[src/rtl/queue_pkg.sv]
// Shared definitions for the bank-queue front end: photocell channel state
// encoding and the sensor polarity.
package queue_pkg;

    typedef enum logic [2:0] {
        IDLE     = 3'd0,
        BLK_PEND = 3'd1,
        BLOCKED  = 3'd2,
        CLR_PEND = 3'd3,
        FAULT    = 3'd4
    } chan_state_t;

    localparam logic BEAM_CLEAR = 1'b1;

endpackage

[src/rtl/sensor_channel.sv]
// One photocell channel. It synchronises and debounces the raw line, then
// emits a single-cycle pulse per person and flags a beam that stays blocked.
//
//   state    | meaning
//   ---------+-------------------------------------------------------------
//   IDLE     | beam accepted as clear, waiting for a break
//   BLK_PEND | beam broken, debouncing the break
//   BLOCKED  | break accepted (person in beam); counting towards stuck fault
//   CLR_PEND | beam clear again, debouncing; completion emits the pulse
//   FAULT    | beam blocked too long; waits for a debounced clear, no pulse
module sensor_channel
    import queue_pkg::*;
#(
    parameter int DEBOUNCE_CYCLES = 16,
    parameter int STUCK_CYCLES    = 50000
) (
    input  logic clk,
    input  logic reset,
    input  logic raw,
    output logic pulse,
    output logic fault
);

    localparam int CW = $clog2(STUCK_CYCLES);
    localparam logic [CW-1:0] DEB_LAST   = CW'(DEBOUNCE_CYCLES - 1);
    localparam logic [CW-1:0] DEB_FULL   = CW'(DEBOUNCE_CYCLES);
    localparam logic [CW-1:0] STUCK_LAST = CW'(STUCK_CYCLES - 1);
    localparam logic [CW-1:0] CNT_MAX    = {CW{1'b1}};

    logic          sync_meta;
    logic          sync_out;
    chan_state_t   state;
    chan_state_t   state_nxt;
    logic [CW-1:0] cnt;
    logic [CW-1:0] cnt_nxt;
    logic [CW-1:0] cnt_inc;
    logic          clear;
    logic          pulse_nxt;
    logic          fault_nxt;

    assign clear   = (sync_out == BEAM_CLEAR);
    assign cnt_inc = (cnt == CNT_MAX) ? cnt : cnt + 1'b1;

    always_ff @(posedge clk or posedge reset) begin
        if (reset) begin
            sync_meta <= BEAM_CLEAR;
            sync_out  <= BEAM_CLEAR;
            state     <= IDLE;
            cnt       <= '0;
            pulse     <= 1'b0;
            fault     <= 1'b0;
        end else begin
            sync_meta <= raw;
            sync_out  <= sync_meta;
            state     <= state_nxt;
            cnt       <= cnt_nxt;
            pulse     <= pulse_nxt;
            fault     <= fault_nxt;
        end
    end

    always_comb begin
        state_nxt = state;
        cnt_nxt   = '0;
        pulse_nxt = 1'b0;
        unique case (state)
            IDLE: begin
                if (!clear) state_nxt = BLK_PEND;
            end
            BLK_PEND: begin
                if (clear)                 state_nxt = IDLE;
                else if (cnt == DEB_LAST)  state_nxt = BLOCKED;
                else                       cnt_nxt   = cnt_inc;
            end
            BLOCKED: begin
                if (clear)                  state_nxt = CLR_PEND;
                else if (cnt == STUCK_LAST) state_nxt = FAULT;
                else                        cnt_nxt   = cnt_inc;
            end
            CLR_PEND: begin
                if (!clear) begin
                    state_nxt = BLOCKED;
                end else if (cnt == DEB_LAST) begin
                    state_nxt = IDLE;
                    pulse_nxt = 1'b1;
                end else begin
                    cnt_nxt = cnt_inc;
                end
            end
            FAULT: begin
                // The first clear cycle only arms the count, so leaving FAULT
                // takes as long after the release as a normal pulse does.
                if (clear) begin
                    if (cnt == DEB_FULL) state_nxt = IDLE;
                    else                 cnt_nxt   = cnt_inc;
                end
            end
            default: state_nxt = IDLE;
        endcase
        fault_nxt = (state_nxt == FAULT);
    end

endmodule

[src/rtl/photo_sensor_conditioner.sv]
// Entry/exit photocell conditioner feeding the queue manager's a/b inputs;
// two independent sensor channels and nothing else.
module photo_sensor_conditioner #(
    parameter int DEBOUNCE_CYCLES = 16,
    parameter int STUCK_CYCLES    = 50000
) (
    input  logic clk,
    input  logic reset,
    input  logic back_raw,
    input  logic front_raw,
    output logic back_pulse,
    output logic front_pulse,
    output logic back_fault,
    output logic front_fault
);

    sensor_channel #(
        .DEBOUNCE_CYCLES(DEBOUNCE_CYCLES),
        .STUCK_CYCLES   (STUCK_CYCLES)
    ) u_back (
        .clk  (clk),
        .reset(reset),
        .raw  (back_raw),
        .pulse(back_pulse),
        .fault(back_fault)
    );

    sensor_channel #(
        .DEBOUNCE_CYCLES(DEBOUNCE_CYCLES),
        .STUCK_CYCLES   (STUCK_CYCLES)
    ) u_front (
        .clk  (clk),
        .reset(reset),
        .raw  (front_raw),
        .pulse(front_pulse),
        .fault(front_fault)
    );

endmodule
[config.mk]
export PLATFORM = sky130hd
export DESIGN_NAME = photo_sensor_conditioner
export DESIGN_NICKNAME = d
export VERILOG_FILES = /design/src/rtl/queue_pkg.sv /design/src/rtl/sensor_channel.sv /design/src/rtl/photo_sensor_conditioner.sv
export SDC_FILE = /design/constraint.sdc
export NUM_CORES = 1
export LEC_CHECK = 0
export BUFFER_PORTS_ARGS = -buffer_cell sky130_fd_sc_hd__buf_4
export CAP_MARGIN = 10
export CORE_MARGIN = 5
export CORE_UTILIZATION = 55
export DETAILED_ROUTE_END_ITERATION = 10
export GPL_TIMING_DRIVEN = 1
export PLACE_DENSITY = 0.72
export SETUP_SLACK_MARGIN = 0.1
export SLEW_MARGIN = 40
export SYNTH_ARGS = -nofsm -noshare
export SYNTH_HDL_FRONTEND = slang
export SYNTH_SLANG_ARGS = --single-unit
[constraint.sdc]
create_clock -name clk -period 3.26 [get_ports clk]
set_input_delay 0.163 -clock clk [delete_from_list [all_inputs] [get_ports clk]]
set_output_delay 0.163 -clock clk [all_outputs]
set_load 0.03 [all_outputs]
==> results of run 1 <==
[worst max-delay path by stage]
| stage | to | slack, ns | depth (start not counted) |
|---|---|---|---|
| 2_1_floorplan | u_back.cnt[12]$_DFF_PP0_ | 1.06 | 6 |
| 3_3_place_gp | u_back.cnt[2]$_DFF_PP0_ | 0.94 | 5 |
| 3_5_place_dp | u_back.cnt[3]$_DFF_PP0_ | 0.88 | 5 |
| 4_1_cts | u_back.cnt[3]$_DFF_PP0_ | 0.87 | 5 |
| 5_1_grt | u_back.cnt[4]$_DFF_PP0_ | 0.76 | 5 |
| 6_report | u_back.cnt[3]$_DFF_PP0_ | 0.87 | 5 |
[cell families after synthesis]
logic type,count (synthesis),share of synthesized area (%)
xor gates and xnor gates,17,5.842
muxes,3,1.178
and+or+nand+nor,160,32.06
buffers and inverters,21,3.387
AOI/OAI and AO/OA,37,10.21
DFF,46,45.36
adders and majority gates,4,1.964
[timing repair]
action                    4_1_cts  5_1_grt
hold endpoints to repair       44        0
buffers inserted                0        0
hold buffers                    3        0
[per-stage QoR]
| stage | hold WS, ns | utilization, % | setup slack (ns) |
|---|---|---|---|
| floorplan | 0.1675 | - | 1.062 |
| global placement | 0.2756 | 59.13 | 0.9447 |
| detailed placement | 0.2648 | 59.18 | 0.8803 |
| CTS | 0.3670 | 61.93 | 0.8668 |
| global route | 0.3668 | 61.93 | 0.7571 |
| finish | 0.3615 | 61.93 | 0.8731 |
[power groups by stage]
stage | Clock (mW) | Sequential (mW) | Combinational, mW
3_5_place_dp | 0 | 0.603 | 0.0450
5_1_grt | 0.396 | 0.594 | 0.0544
2_1_floorplan | 0 | 0.596 | 0.0385
3_3_place_gp | 0 | 0.603 | 0.0436
4_1_cts | 0.368 | 0.592 | 0.0481
6_report | 0.355 | 0.592 | 0.0469
[synth_stat cells (all sizes together), types with 5 or more instances]
cell / number / area, µm²
a21oi: 11 / 55.05
xor2: 7 / 61.31
clkbuf: 11 / 41.29
nand3: 17 / 85.08
nand4: 13 / 81.33
nor3: 22 / 110.1
inv: 8 / 30.03
nor2b: 5 / 31.28
nor2: 46 / 172.7
nor4: 5 / 37.53
and3: 14 / 87.58
dfrtp: 42 / 1051
xnor2: 10 / 87.58
nand2: 20 / 77.58
[critical path: stages, from the launching register on]
cell and delay (ns):
dfrtp_1 0.43, or4_1 0.55, or4_1 0.53, a221o_1 0.37, nand2_2 0.27, nor3_1 0.11
[registers in the layout, indices dropped and copies added (netlist names)]
signal / flops
u_back.cnt: 16
u_front.cnt: 16
u_back.state: 3
u_front.state: 3
u_back.clear: 1
u_back.fault: 1
u_back.pulse: 1
u_back.sync_meta: 1
u_front.clear: 1
u_front.fault: 1
u_front.pulse: 1
u_front.sync_meta: 1
[per-layer routing]
metal  routed length, µm  track usage, %  vias to the layer above  part of all wire [%]
met2                2255           25.50                       23                    43
met3                 170           3.890                        4                   3.3
met5                   0               0                        -                     0
li1                    -               -                     1046                     -
met4                  40           4.561                        0                  0.77
met1                2745           27.55                      975                    53
[area by class of cell]
cell class / count / area [µm²] / area share, %
Sequential cell: 46 / 1156 / 42.29
Tap cell: 52 / 65.06 / 2.380
Timing Repair Buffer: 10 / 82.58 / 3.021
Multi-Input combinational cell: 221 / 1306 / 47.78
Clock inverter: 1 / 5.005 / 0.1831
Inverter: 8 / 32.53 / 1.190
Clock buffer: 7 / 86.33 / 3.158
==> metrics.yaml, run 1 <==
numCtsBuffers: 5
drt_wl_total_mm: 5.211
worstHoldStart: "u_front.sync_meta$_DFF_PP1_"
rrSetupSlack_ns: 0.87
drt-initial-drc-count: 69
tightest_slew_ns: 0.7326
p_comb_share_pct: 4.7
ios: 8
globalplace.congestion: 0.8311
fill_cells: 402
postSynthCellCount: 288
synth_area_per_cell_um2: 8.850
intPower_mw: 0.7677
vias_per_cell: 5.936
vdd_drop_max_mv: 0.2469
regToRegStartpoint: "u_back.cnt[10]$_DFF_PP0_"
wl_per_cell_um: 15.10
status: "complete, no violations"
total_power_mw: 0.9939
coreArea_um2: 4414
cts.htree.levels: 2
grt_pass1_vias: 1874
skew_ns: 0.003230
nets: 300
final_antenna_net_count: 0
fin_setup_tns_ns: 0
grt_overflow_total: 0
drt_first_pass_iters: 4
layout-drive-gt1-share_pct: 8.532
die_area_um2: 6096
maxCapViolCount: 0
fin_crit_sh_pct: 73.22
grt_pass1_wl_mm: 9.032
cts_buffer_depth: 2
clk_pin_slew_ns: 0.08
cts_tree: "done"
crit_path_start: "u_back.cnt[10]$_DFF_PP0_"
portBuffers: 7
yosysUniqueCellTypes: 47
fin_cells: 345
place_inst: 334
worstSetupStartpointType: "register"
cts.sinks: 46
power_density_nw_per_um2: 363.6
grt_max_degree: 47
start_util_pct: 57.74
crit_required_ns: 3.43
final_cell_mix: "nor2_1, dfrtp_1, nor3_1, nand2_1, nand3_1"
grtUsageTotal_pct: 17.89
syn_area_um2: 2549
ctsRootBufferMaster: "clkbuf_8"
final_common_cell: "nor2_1"
yosysWarnings: 0
end_kind: "register"
diodes: 0
clock_latency_ns: 0.29
slew_viol_final: 0
r2r_cells: 5
timing.slew.headroom_pct: 50.75
ys_seq_area_share_pct: 45.36
drc: 0
synth-edff-count: 0
hpwl_mm: 3.598
min_to: "u_front.clear$_DFF_PP1_"
fin_area_um2: 2734
rows: 24
fp.dieH_um: 78.08
critPathArrivalTime_ns: 2.56
die_x_um: 78.08
dr_total_vias: 2048
critPathKind: "register to register"
rsz0062_at_grt: "no"
switchingPower_mw: 0.2262
final_hold_viol_count: 0
worstPathMaxFanout: 15
ys_ff_latch: 46
rr_endpoint: "u_back.cnt[3]$_DFF_PP0_"
hp-class: "register to register"
synthToLayoutAreaGrowth_pct: 7.266
p_leak_nw: 1.138
yosys_most_used_dff: "dfrtp_1"
antenna_found_initial: 0
fin_crit_ns: 2.387
clockPowerShare_pct: 35.8
setup_viol: 0
syn-num-nets: 296
postSynth.asyncResetShare_pct: 100.0
switching_share_pct: 22.76
min_path_cells: 0
cts_resized: 0
postPlaceCellArea_um2: 2613
max_freq_mhz: 418.9
p_seq_share_pct: 59.5
(Power assumes the default switching activity.)
==> run 2, diff against run 1 <==
==> constraint.sdc (replaced) <==
create_clock -name clk -period 2.34 [get_ports clk]
set_input_delay 0.117 -clock clk [delete_from_list [all_inputs] [get_ports clk]]
set_output_delay 0.117 -clock clk [all_outputs]
set_load 0.03 [all_outputs]
==> metrics.yaml, run 2 (same netlist as run 1, synthesis figures left out) <==
crit_top_cell: "or4_4"
start_util_pct: 57.74
max_freq_mhz: 455.5
ios: 8
clockPowerShare_pct: 35.3
final_hold_viol_count: 0
synthToLayoutAreaGrowth_pct: 12.67
hpwl_mm: 3.849
fp.dieH_um: 78.08
end_kind: "register"
vdd_drop_max_mv: 0.2931
die_area_um2: 6096
p_leak_nw: 1.226
p_comb_share_pct: 5.4
wl_per_cell_um: 15.53
status: "complete, no violations"
grt_overflow_total: 0
cts_tree: "done"
drt_wl_total_mm: 5.605
rsz0062_at_grt: "yes"
fin_crit_sh_pct: 93.82
path_cells: "or4_4 > or4_4 > a221o_1 > nand2_2 > nor3_1"
cts.sinks: 46
die_x_um: 78.08
maxCapViolCount: 0
cts.htree.levels: 2
ctsRootBufferMaster: "clkbuf_8"
dr_total_vias: 2186
antenna_found_initial: 0
intPower_mw: 1.074
critPathArrivalTime_ns: 2.38
drc: 0
critPathKind: "register to register"
power_density_nw_per_um2: 484.1
globalplace.congestion: 0.8358
drt-initial-drc-count: 139
slew_viol_final: 0
hp-class: "register to register"
clock_latency_ns: 0.29
switching_share_pct: 22.73
crit_required_ns: 2.52
grt_max_degree: 47
setup_viol: 0
diodes: 0
tightest_slew_ns: 0.5574
max_stage_delay_ns: 0.54
nets: 316
grtUsageTotal_pct: 19.39
final_common_cell: "nor2_1"
post_cts_buffers: 0
skew_ns: 0.007692
worstSetupStartpointType: "register"
cpMaxStageDelayCell: "or4_4"
grt_pass1_vias: 2063
coreArea_um2: 4414
worstPathMaxFanout: 7
timing.hold.ws_ns: 0.3581
final_cell_mix: "nor2_1, dfrtp_1, nor3_1, buf_4, nand2_1"
switchingPower_mw: 0.3160
timing.slew.headroom_pct: 62.84
vias_per_cell: 6.055
final_antenna_net_count: 0
grt_pass1_wl_mm: 9.749
reg_top3: "u_back.cnt: 16 flops, u_front.cnt: 16 flops"
p_seq_share_pct: 59.3
fin_setup_tns_ns: 0
numCtsBuffers: 5
fin_crit_ns: 2.195
rows: 24
cts_buffer_depth: 2
clk_pin_slew_ns: 0.08
drt_first_pass_iters: 4
layout-drive-gt1-share_pct: 14.24
portBuffers: 7
## run 2: power by group through the flow
stage | Sequential, mW | Clock (mW) | Combinational [mW]
finish | 0.824 | 0.491 | 0.0748
global route | 0.827 | 0.541 | 0.0860
CTS | 0.824 | 0.505 | 0.0734
detailed placement | 0.840 | 0 | 0.0680
global placement | 0.839 | 0 | 0.0649
floorplan | 0.831 | 0 | 0.0537
## run 2: path summary, 6_finish.rpt
path | cells past startpoint | slack [ns] | end | startpoint
min in group asynchronous | 3 | 0.44 | u_back.cnt[11]$_DFF_PP0_ | reset
hold reg to reg | 0 | 0.36 | u_back.clear$_DFF_PP1_ | u_back.sync_meta$_DFF_PP1_
hold / removal | 0 | 0.36 | u_back.clear$_DFF_PP1_ | u_back.sync_meta$_DFF_PP1_
setup / recovery | 5 | 0.14 | u_back.cnt[13]$_DFF_PP0_ | u_back.cnt[10]$_DFF_PP0_
setup reg to reg | 5 | 0.14 | u_back.cnt[13]$_DFF_PP0_ | u_back.cnt[10]$_DFF_PP0_
max in group asynchronous | 3 | 1.52 | u_back.state[0]$_DFF_PP0_ | reset
## run 2: stage by stage
step	power, mW	utilization [%]	worst slack, ns	instance area [µm²]	cells
2_1_floorplan	0.8845	-	0.1422	2549	288
3_3_place_gp	0.9039	61.68	0.08876	2723	349
3_5_place_dp	0.9076	61.73	0.04893	2725	349
4_1_cts	1.403	64.60	0.1151	2851	360
5_1_grt	1.454	65.05	0.02797	2872	361
6_report	1.390	65.05	0.1446	2872	361
## run 2: final cells by class
| class | instances | area (µm²) |
|---|---|---|
| multi-input cells | 222 | 1331 |
| clock buffers | 7 | 86.33 |
| repair buffers | 25 | 195.2 |
| well taps | 52 | 65.06 |
| flip-flops and latches | 46 | 1156 |
| clock inverters | 1 | 5.005 |
| inverters | 8 | 32.53 |
| fillers | 385 | 1543 |
## run 2: metal layers
metal	wire [µm]	up-vias	global-route usage (%)
met5	0	-	0
met1	2843	1055	29.59
met3	235	7	3.890
met2	2464	45	28.06
met4	62	0	5.236
li1	-	1079	-
## run 2: what timing repair did
| item | in CTS | in global routing |
|---|---|---|
| endpoints found under the hold margin | 44 | 0 |
| pin swaps | 0 | 2 |
| hold buffers | 3 | 0 |
| gates resized for setup | 1 | 3 |
| endpoints found under the setup margin | 15 | 16 |
| gates cloned | 0 | 1 |
## run 2: critical path, delay by kind of cell (launching register included)
family	cells	cell delay, ns
DFF	1	0.39
AOI/OAI and AO/OA	1	0.45
and+or+nand+nor	4	1.26
==> run 3, diff against run 2 <==
--- a/config.mk
+++ b/config.mk
@@ -11,7 +11,7 @@
 export CORE_UTILIZATION = 55
 export DETAILED_ROUTE_END_ITERATION = 10
 export GPL_TIMING_DRIVEN = 1
-export PLACE_DENSITY = 0.72
+export PLACE_DENSITY = 0.75
 export SETUP_SLACK_MARGIN = 0.1
 export SLEW_MARGIN = 40
 export SYNTH_ARGS = -nofsm -noshare
==> constraint.sdc (replaced) <==
create_clock -name clk -period 2 [get_ports clk]
set_input_delay 0.1 -clock clk [delete_from_list [all_inputs] [get_ports clk]]
set_output_delay 0.1 -clock clk [all_outputs]
set_load 0.03 [all_outputs]
==> metrics.yaml, run 3 (same netlist as run 1, synthesis figures left out) <==
numCtsBuffers: 5
worstSetupStartpointType: "register"
cts.htree.levels: 2
critPathArrivalTime_ns: 2.29
p_leak_nw: 1.351
drc: 0
vias_per_cell: 6.079
r2r_cells: 6
layout-drive-gt1-share_pct: 22.87
final_util_pct: 70.98
ctsRootBufferMaster: "clkbuf_8"
rsz0062_at_grt: "yes"
nets: 335
clock_latency_ns: 0.29
globalplace.congestion: 0.8490
vdd_drop_max_mv: 0.2952
setup_ws_ns: -0.1175
min_path_cells: 0
maxCapViolCount: 0
crit_required_ns: 2.17
dr_total_vias: 2310
setup_viol: 16
violations: "negative setup slack"
final_hold_viol_count: 0
ios: 8
die_x_um: 78.08
drt-initial-drc-count: 131
hpwl_mm: 3.859
grt_pass1_vias: 2066
min_to: "u_front.clear$_DFF_PP1_"
drt_wl_total_mm: 5.669
grt_overflow_total: 0
max_freq_mhz: 472.2
regToRegStartpoint: "u_back.cnt[11]$_DFF_PP0_"
drt_first_pass_iters: 4
end_kind: "register"
antenna_found_initial: 0
fp.dieH_um: 78.08
cts.sinks: 46
final_common_cell: "nor2_1"
diodes: 0
total_power_mw: 1.746
worstPathMaxFanout: 15
rrSetupSlack_ns: -0.12
fin_crit_sh_pct: 105.9
timing.slew.headroom_pct: 62.40
wl_per_cell_um: 14.92
slew_viol_final: 0
skew_ns: 0.004347
final_cell_mix: "nor2_1, dfrtp_1, buf_4, nand2_1, nor3_1"
power_density_nw_per_um2: 557.3
rr_endpoint: "u_back.cnt[15]$_DFF_PP0_"
synthToLayoutAreaGrowth_pct: 22.93
critPathKind: "register to register"
grt_max_degree: 47
start_util_pct: 57.74
preCtsSetupSlack_ns: -0.1387
tightest_slew_ns: 0.5640
worstHoldStart: "u_front.sync_meta$_DFF_PP1_"
fin_crit_ns: 2.118
cts_tree: "done"
portBuffers: 7
grtUsageTotal_pct: 19.12
cts_buffer_depth: 2
hp-class: "register to register"
reg_top3: "u_back.cnt: 16 flops, u_front.cnt: 16 flops"
clk_pin_slew_ns: 0.08
die_area_um2: 6096
coreArea_um2: 4414
final_antenna_net_count: 0
status: "finished with violations"
rows: 24
grt_pass1_wl_mm: 9.653
==> run 3: routing by layer <==
| layer | routed length [µm] | track usage [%] | up-vias | share of wire (%) |
|---|---|---|---|---|
| met4 | 41 | 4.899 | 0 | 0.72 |
| met1 | 2659 | 28.33 | 1125 | 47 |
| li1 | - | - | 1117 | - |
| met5 | 0 | 0 | - | 0 |
| met2 | 2629 | 28.73 | 62 | 46 |
| met3 | 340 | 3.776 | 6 | 6.0 |
==> run 3: critical path, stage by stage, from the launching register on <==
cell and delay, ns:
dfrtp_1 0.39, or4_4 0.53, or4_4 0.43, a221o_1 0.36, nand2_2 0.09, buf_12 0.15, a311oi_1 0.05
==> run 3: cell type report <==
| class | count | area [µm²] |
|---|---|---|
| well taps | 52 | 65.06 |
| clock inverters | 2 | 37.54 |
| clock buffers | 6 | 72.57 |
| fillers | 338 | 1281 |
| flip-flops and latches | 46 | 1156 |
| multi-input cells | 221 | 1401 |
| repair buffers | 45 | 370.4 |
| inverters | 8 | 30.03 |
==> run 3: power breakdown <==
group	switching [mW]	internal, mW
Clock	0.311	0.373
Sequential	0.0175	0.946
Combinational	0.0568	0.0415
==> run 3: timing repair <==
action                     in CTS  in global routing
gates resized for setup         5                 12
buffers inserted                1                  3
cloned                          0                  0
pin swaps                       2                  5
hold endpoints to repair       44                  0
hold buffers                    3                  0
setup endpoints to repair      19                 37
==> run 3: worst max path at each step <==
| stage | start | endpoint | slack (ns) | cells past startpoint |
|---|---|---|---|---|
| after CTS | u_back.cnt[11]$_DFF_PP0_ | u_back.cnt[15]$_DFF_PP0_ | -0.11 | 6 |
| after global placement | u_back.cnt[11]$_DFF_PP0_ | u_back.cnt[15]$_DFF_PP0_ | -0.11 | 6 |
| after floorplan | u_back.cnt[11]$_DFF_PP0_ | u_back.cnt[1]$_DFF_PP0_ | -0.11 | 6 |
| after detailed placement | u_back.cnt[11]$_DFF_PP0_ | u_back.cnt[15]$_DFF_PP0_ | -0.14 | 6 |
| final | u_back.cnt[11]$_DFF_PP0_ | u_back.cnt[15]$_DFF_PP0_ | -0.12 | 6 |
| after global routing | u_back.cnt[11]$_DFF_PP0_ | u_back.cnt[4]$_DFF_PP0_ | -0.20 | 6 |
==> run 3: stage by stage <==
| stage | hold slack (ns) | cells | TNS, ns | area (µm²) |
|---|---|---|---|---|
| after CTS | 0.3616 | 377 | -1.493 | 3050 |
| after floorplan | 0.1045 | 288 | -1.095 | 2577 |
| after detailed placement | 0.2157 | 365 | -1.887 | 2885 |
| final | 0.3600 | 380 | -1.626 | 3133 |
| after global routing | 0.3674 | 380 | -2.712 | 3133 |
| after global placement | 0.2109 | 365 | -1.392 | 2885 |
